==> src/rtl/relu_maxpool_stream.sv <==
// Streaming 1-D max-pool over ReLU outputs: one maximum per POOL samples or per in_last-terminated window.
// Optional RELU_MAXPOOL_ARGMAX_EN adds out_idx, the in-window position of the winning sample.
module relu_maxpool_stream #(
    parameter int WIDTH = 16,
    parameter int POOL  = 4,
    localparam int CW   = (POOL > 1) ? $clog2(POOL) : 1
) (
    input  logic             clk,
    input  logic             rst_n,
    input  logic             in_valid,
    output logic             in_ready,
    input  logic [WIDTH-1:0] in_data,
    input  logic             in_last,
    output logic             out_valid,
    input  logic             out_ready,
    output logic [WIDTH-1:0] out_data,
    output logic             out_partial
`ifdef RELU_MAXPOOL_ARGMAX_EN
    ,
    output logic [CW-1:0]    out_idx
`endif
);

    logic [CW-1:0]    count;
    logic [WIDTH-1:0] max_q;
    logic [WIDTH-1:0] norm;
    logic [WIDTH-1:0] next_max;
    logic             accept;
    logic             last_slot;
    logic             close_win;
    logic             greater;
`ifdef RELU_MAXPOOL_ARGMAX_EN
    logic [CW-1:0]    idx_q;
    logic [CW-1:0]    next_idx;
`endif

    assign in_ready  = !out_valid || out_ready;
    assign accept    = in_valid && in_ready;
    assign last_slot = (count == CW'(POOL - 1));
    assign close_win = accept && (last_slot || in_last);

    // Negative inputs (including -0) collapse to +0, so only magnitude bits matter afterwards.
    assign norm    = in_data[WIDTH-1] ? '0 : in_data;
    // Strict compare: on ties the earlier sample stays the winner.
    assign greater = (norm[WIDTH-2:0] > max_q[WIDTH-2:0]);

    // NOTE: every combinational output gets an unconditional default first so no latch is inferred.
    always_comb begin
        next_max = max_q;
        if (count == '0 || greater) begin
            next_max = norm;
        end
    end

`ifdef RELU_MAXPOOL_ARGMAX_EN
    always_comb begin
        next_idx = idx_q;
        if (count == '0) begin
            next_idx = '0;
        end else if (greater) begin
            next_idx = count;
        end
    end
`endif

    // NOTE: sequential state uses non-blocking assignments so all registers update from pre-edge values.
    always_ff @(posedge clk or negedge rst_n) begin
        if (!rst_n) begin
            count       <= '0;
            max_q       <= '0;
            out_valid   <= 1'b0;
            out_data    <= '0;
            out_partial <= 1'b0;
        end else begin
            if (close_win) begin
                count       <= '0;
                max_q       <= '0;
                out_data    <= next_max;
                out_partial <= !last_slot;
                out_valid   <= 1'b1;
            end else begin
                if (accept) begin
                    count <= count + CW'(1);
                    max_q <= next_max;
                end
                if (out_ready) begin
                    out_valid <= 1'b0;
                end
            end
        end
    end

`ifdef RELU_MAXPOOL_ARGMAX_EN
    always_ff @(posedge clk or negedge rst_n) begin
        if (!rst_n) begin
            idx_q   <= '0;
            out_idx <= '0;
        end else if (close_win) begin
            idx_q   <= '0;
            out_idx <= next_idx;
        end else if (accept) begin
            idx_q <= next_idx;
        end
    end
`endif

endmodule

==> config.mk <==
export PLATFORM = sky130hd
export DESIGN_NAME = relu_maxpool_stream
export DESIGN_NICKNAME = d
export VERILOG_FILES = /design/src/rtl/relu_maxpool_stream.sv
export SDC_FILE = /design/constraint.sdc
export NUM_CORES = 1
export LEC_CHECK = 0
export ABC_AREA = 1
export CAP_MARGIN = 20
export CORE_ASPECT_RATIO = 1.75
export CORE_MARGIN = 8
export CORE_UTILIZATION = 53
export CTS_CLUSTER_SIZE = 16
export DETAILED_ROUTE_END_ITERATION = 16
export GPL_ROUTABILITY_DRIVEN = 0
export PLACE_DENSITY = 0.9
export SLEW_MARGIN = 20
export SYNTH_ARGS = -nofsm -noshare
export SYNTH_HDL_FRONTEND = slang
export SYNTH_SLANG_ARGS = --single-unit
export TNS_END_PERCENT = 30
==> constraint.sdc <==
create_clock -name clk -period 2.55 [get_ports clk]
set_clock_uncertainty 0.15 [all_clocks]
set_input_delay 0.51 -clock clk [delete_from_list [all_inputs] [get_ports clk]]
set_output_delay 0.51 -clock clk [all_outputs]
set_load 0.005 [all_outputs]
==> results.json, run 1 <==
{
  "drt_first_iter_violations": 173,
  "postSynthNetCount": 334,
  "timing.critical_path.slowest_cell_delay_ps": 480,
  "drt_wl_total_mm": 7.071,
  "core_area_mm2": 0.004111,
  "netSwitchingPower_mw": 1.027,
  "timing.final.setup_violations": 0,
  "critical_path.n_buffers_inverters": 4,
  "worst_r2r_startpoint": "max_q[8]",
  "sequential_share_of_the_synthesized_area": 0.4038,
  "clk_transition_reported_paths_ps": 80,
  "totalNegativeSetupSlack_ps": 0,
  "cellInternalPower_mw": 1.499,
  "ys.flop_type": "sky130_fd_sc_hd__dfrtp_1",
  "top_level_ports": 40,
  "dpl-instance-area_mm2": 0.002826,
  "worstSetupPathDepth": 15,
  "post-place-cells": 400,
  "hold_end": "out_data[1]",
  "synthCells": 296,
  "synth_top_area_cell": "sky130_fd_sc_hd__dfrtp_1",
  "critical_path_required_ps": 2600,
  "slew_violations": 0,
  "numPortBuffers": 39,
  "timing.critical_path.from_type": "primary input",
  "vias_in_the_first_global_route": 2366,
  "drv.max_cap_violation_count": 0,
  "syn_avg_cell_area_um2": 7.537,
  "clock-root-buffer": "sky130_fd_sc_hd__clkbuf_8",
  "detailedRoute.firstPassIterationCount": 5,
  "end_kind": "register",
  "grt_pass1_wl_mm": 10.32,
  "clock_tree.buffer_depth": 2,
  "numClockSinks": 36,
  "critical-path-top-delay-family": "simple AND/OR/NAND/NOR gates",
  "synth-seq-cells": 36,
  "n_antenna_cell": 0,
  "p_total_mw": 2.526,
  "grt_start_max_net_pins": 37,
  "fin_nets": 401,
  "max-slew-margin-rel": 0.5991,
  "dpl.hpwl_mm": 4.285,
  "worstHoldPathType": "reg -> reg",
  "grt.total_usage": 0.2004,
  "synth.area.top_cells": "sky130_fd_sc_hd__dfrtp_1 40%, sky130_fd_sc_hd__nand2_1 19%, sky130_fd_sc_hd__nand3_1 11%",
  "yosys_warnings": 0,
  "fin_area_mm2": 0.003053,
  "finalHoldViolations": 0,
  "rows": 31,
  "die_h_um": 101.8,
  "yosysTopAreaCellShare": 0.4038,
  "num_vias": 2355,
  "cts_tree": "built",
  "timing_worst_setup_path_type": "in -> reg",
  "syn_to_final_growth_pct": 36.85,
  "antenna_found_initial": 0,
  "most_frequently_used_cell_type_in_the_post_synthesis_netlist": "sky130_fd_sc_hd__nand2_1",
  "power.share.sequential": 0.327,
  "register_area_um2": 900.9,
  "worstPathMaxFanout": 7,
  "floorplan.die.width_um": 65.05,
  "yosys.cell_types.count": 23,
  "outcome": "completed",
  "filler_cell_count": 281,
  "final-instance-count-excl-fill": 413,
  "switching_share": 0.4065,
  "gr-total-overflow": 0,
  "whs_path_depth": 2,
  "final_routed_drc_violation_total": 0,
  "worst_skew_pair.late_latency_ps": 300,
  "clockPowerShare": 0.175,
  "routed_wire_length_per_instance_um": 17.12,
  "synth_area_mm2": 0.002231,
  "ff2ff_setup_slack_ps": 300,
  "finalCriticalPeriod_ps": 2539,
  "reg2reg_to": "out_data[7]",
  "post_synthesis_async_set_or_reset_flop_share": 1.000,
  "worstRegToRegCells": 13,
  "via_per_inst": 5.702,
  "max_freq_mhz": 393.9,
  "maximum_level_of_the_cts_h_tree": 2,
  "p_leak_nw": 1.674,
  "count_of_flip_flops_with_a_built_in_enable_after_synthesis": 0,
  "worst_pin_slew_ps": 597.6,
  "power.share.combinational": 0.497,
  "arrival_time_of_data_at_the_critical_path_endpoint_ps": 2590,
  "pwr_density_cell_mw_per_mm2": 827.4,
  "cells_along_the_critical_path": "clkdlybuf4s50_1 -> nand2_1 -> inv_1 -> ha_4 -> nand2_2 -> inv_1 -> a21oi_2 -> nand2_1 -> nand2_2 -> nand2_2 -> nand2_8 -> buf_12 -> nand3_1 -> nand3_1 -> nand2_1",
  "post_synth_most_frequent_cells": "112 x sky130_fd_sc_hd__nand2_1, 47 x sky130_fd_sc_hd__nand3_1, 43 x sky130_fd_sc_hd__inv_1",
  "floorplan.die_area_mm2": 0.006623,
  "utilization": 0.7425,
  "hold_path_startpoint": "out_data[1]",
  "multi_input_area_mm2": 0.001195,
  "fin_crit_sh": 0.9955,
  "number_of_nets_with_antenna_violations_after_detailed_routing": 0,
  "cts_inserted_buffers": 5,
  "cpMaxStageDelayCell": "sky130_fd_sc_hd__clkdlybuf4s50_1",
  "vdd_drop_max_v": 0.0006707,
  "final_layout_size_suffix_gt1_frac": 0.1951,
  "initial_utilization": 0.5426
}
power by group through the flow:
stage	Sequential (mW)	Clock, mW	Combinational (mW)
2_1_floorplan	0.821	0	0.620
3_3_place_gp	0.826	0	1.05
3_5_place_dp	0.828	0	1.08
4_1_cts	0.821	0.439	1.16
5_1_grt	0.843	0.467	1.35
6_report	0.827	0.442	1.26
logic make-up after synthesis:
kind of cell / Yosys count / synth area share
AOI/OAI and AO/OA: 11 / 0.02468
adders and majority gates: 17 / 0.09534
buffers and inverters: 54 / 0.1009
and+or+nand+nor: 178 / 0.3752
DFF: 36 / 0.4038
worst register-to-register path, stage by stage (launching register included):
cell and delay [ps]:
sky130_fd_sc_hd__dfrtp_1 390, sky130_fd_sc_hd__inv_1 120, sky130_fd_sc_hd__ha_1 270, sky130_fd_sc_hd__nand2_1 110, sky130_fd_sc_hd__nand2_1 100, sky130_fd_sc_hd__nand2_1 90, sky130_fd_sc_hd__nand2_1 70, sky130_fd_sc_hd__a21oi_2 160
sky130_fd_sc_hd__nand2_2 100, sky130_fd_sc_hd__nand2_8 140, sky130_fd_sc_hd__buf_12 140, sky130_fd_sc_hd__nand3_1 110, sky130_fd_sc_hd__nand3_1 130, sky130_fd_sc_hd__nand2_1 60
state kept, by name (all words and copies together) (netlist names):
name	flops
out_partial	1
count	2
out_valid	1
out_data	16
max_q	16
cell type report:
class | count | share of cell area
clock buffer | 7 | 0.02828
clock inverter | 1 | 0.002459
inverter | 45 | 0.05656
multi-input combinational | 207 | 0.3914
sequential | 36 | 0.2951
tap | 49 | 0.02008
timing repair buffer | 68 | 0.2061
per-stage QoR:
step | worst slack [ps] | hold slack, ps
2_1_floorplan | 23.30 | 64.41
3_3_place_gp | -417.3 | 310.7
3_5_place_dp | -482.1 | 315.6
4_1_cts | 51.75 | 335.2
5_1_grt | -56.08 | 355.2
6_report | 11.46 | 335.1
per-layer routing:
metal / GRT usage / up-vias / share of wire / wire length [um]
li1: - / 1055 / - / -
met1: 0.1877 / 1119 / 0.34 / 2409
met2: 0.3569 / 141 / 0.52 / 3708
met3: 0.04720 / 40 / 0.078 / 549
met4: 0.1655 / 0 / 0.057 / 403
met5: 0 / - / 0 / 0
layout by cell type, fill, tap and decap left out, drive strengths merged:
master	netlist	routed
clkbuf	4	8
nand3b	1	1
clkdlybuf4s50	0	37
nand4	1	1
o21ai	5	5
clkinvlp	0	2
dfrtp	36	36
nand3	47	47
a21oi	6	6
ha	17	17
nand2	124	125
inv	44	43
clkinv	1	1
dlymetal6s2s	0	1
nor2	4	4
nor3	1	1
buf	5	29
worst max path at each step:
stage,to,start
5_1_grt,max_q[7],in_data[15]
4_1_cts,out_data[3],in_data[15]
6_report,out_data[7],in_data[6]
2_1_floorplan,max_q[7],in_data[15]
3_5_place_dp,out_data[6],in_data[15]
3_3_place_gp,out_data[6],in_data[15]
repair_timing:
item,4_1_cts,5_1_grt
hold buffers,0,0
setup endpoints to repair,32,32
pin swaps,2,7
setup buffers,4,0
resized for setup,9,16
cloned,1,0
Power figures use the tool's default switching activity.
==> run 2, diff against run 1 <==
- CAP_MARGIN: 20 -> default
==> results of run 2 <==
Same layout as run 1: the final DEF is identical, and so are final timing and power.
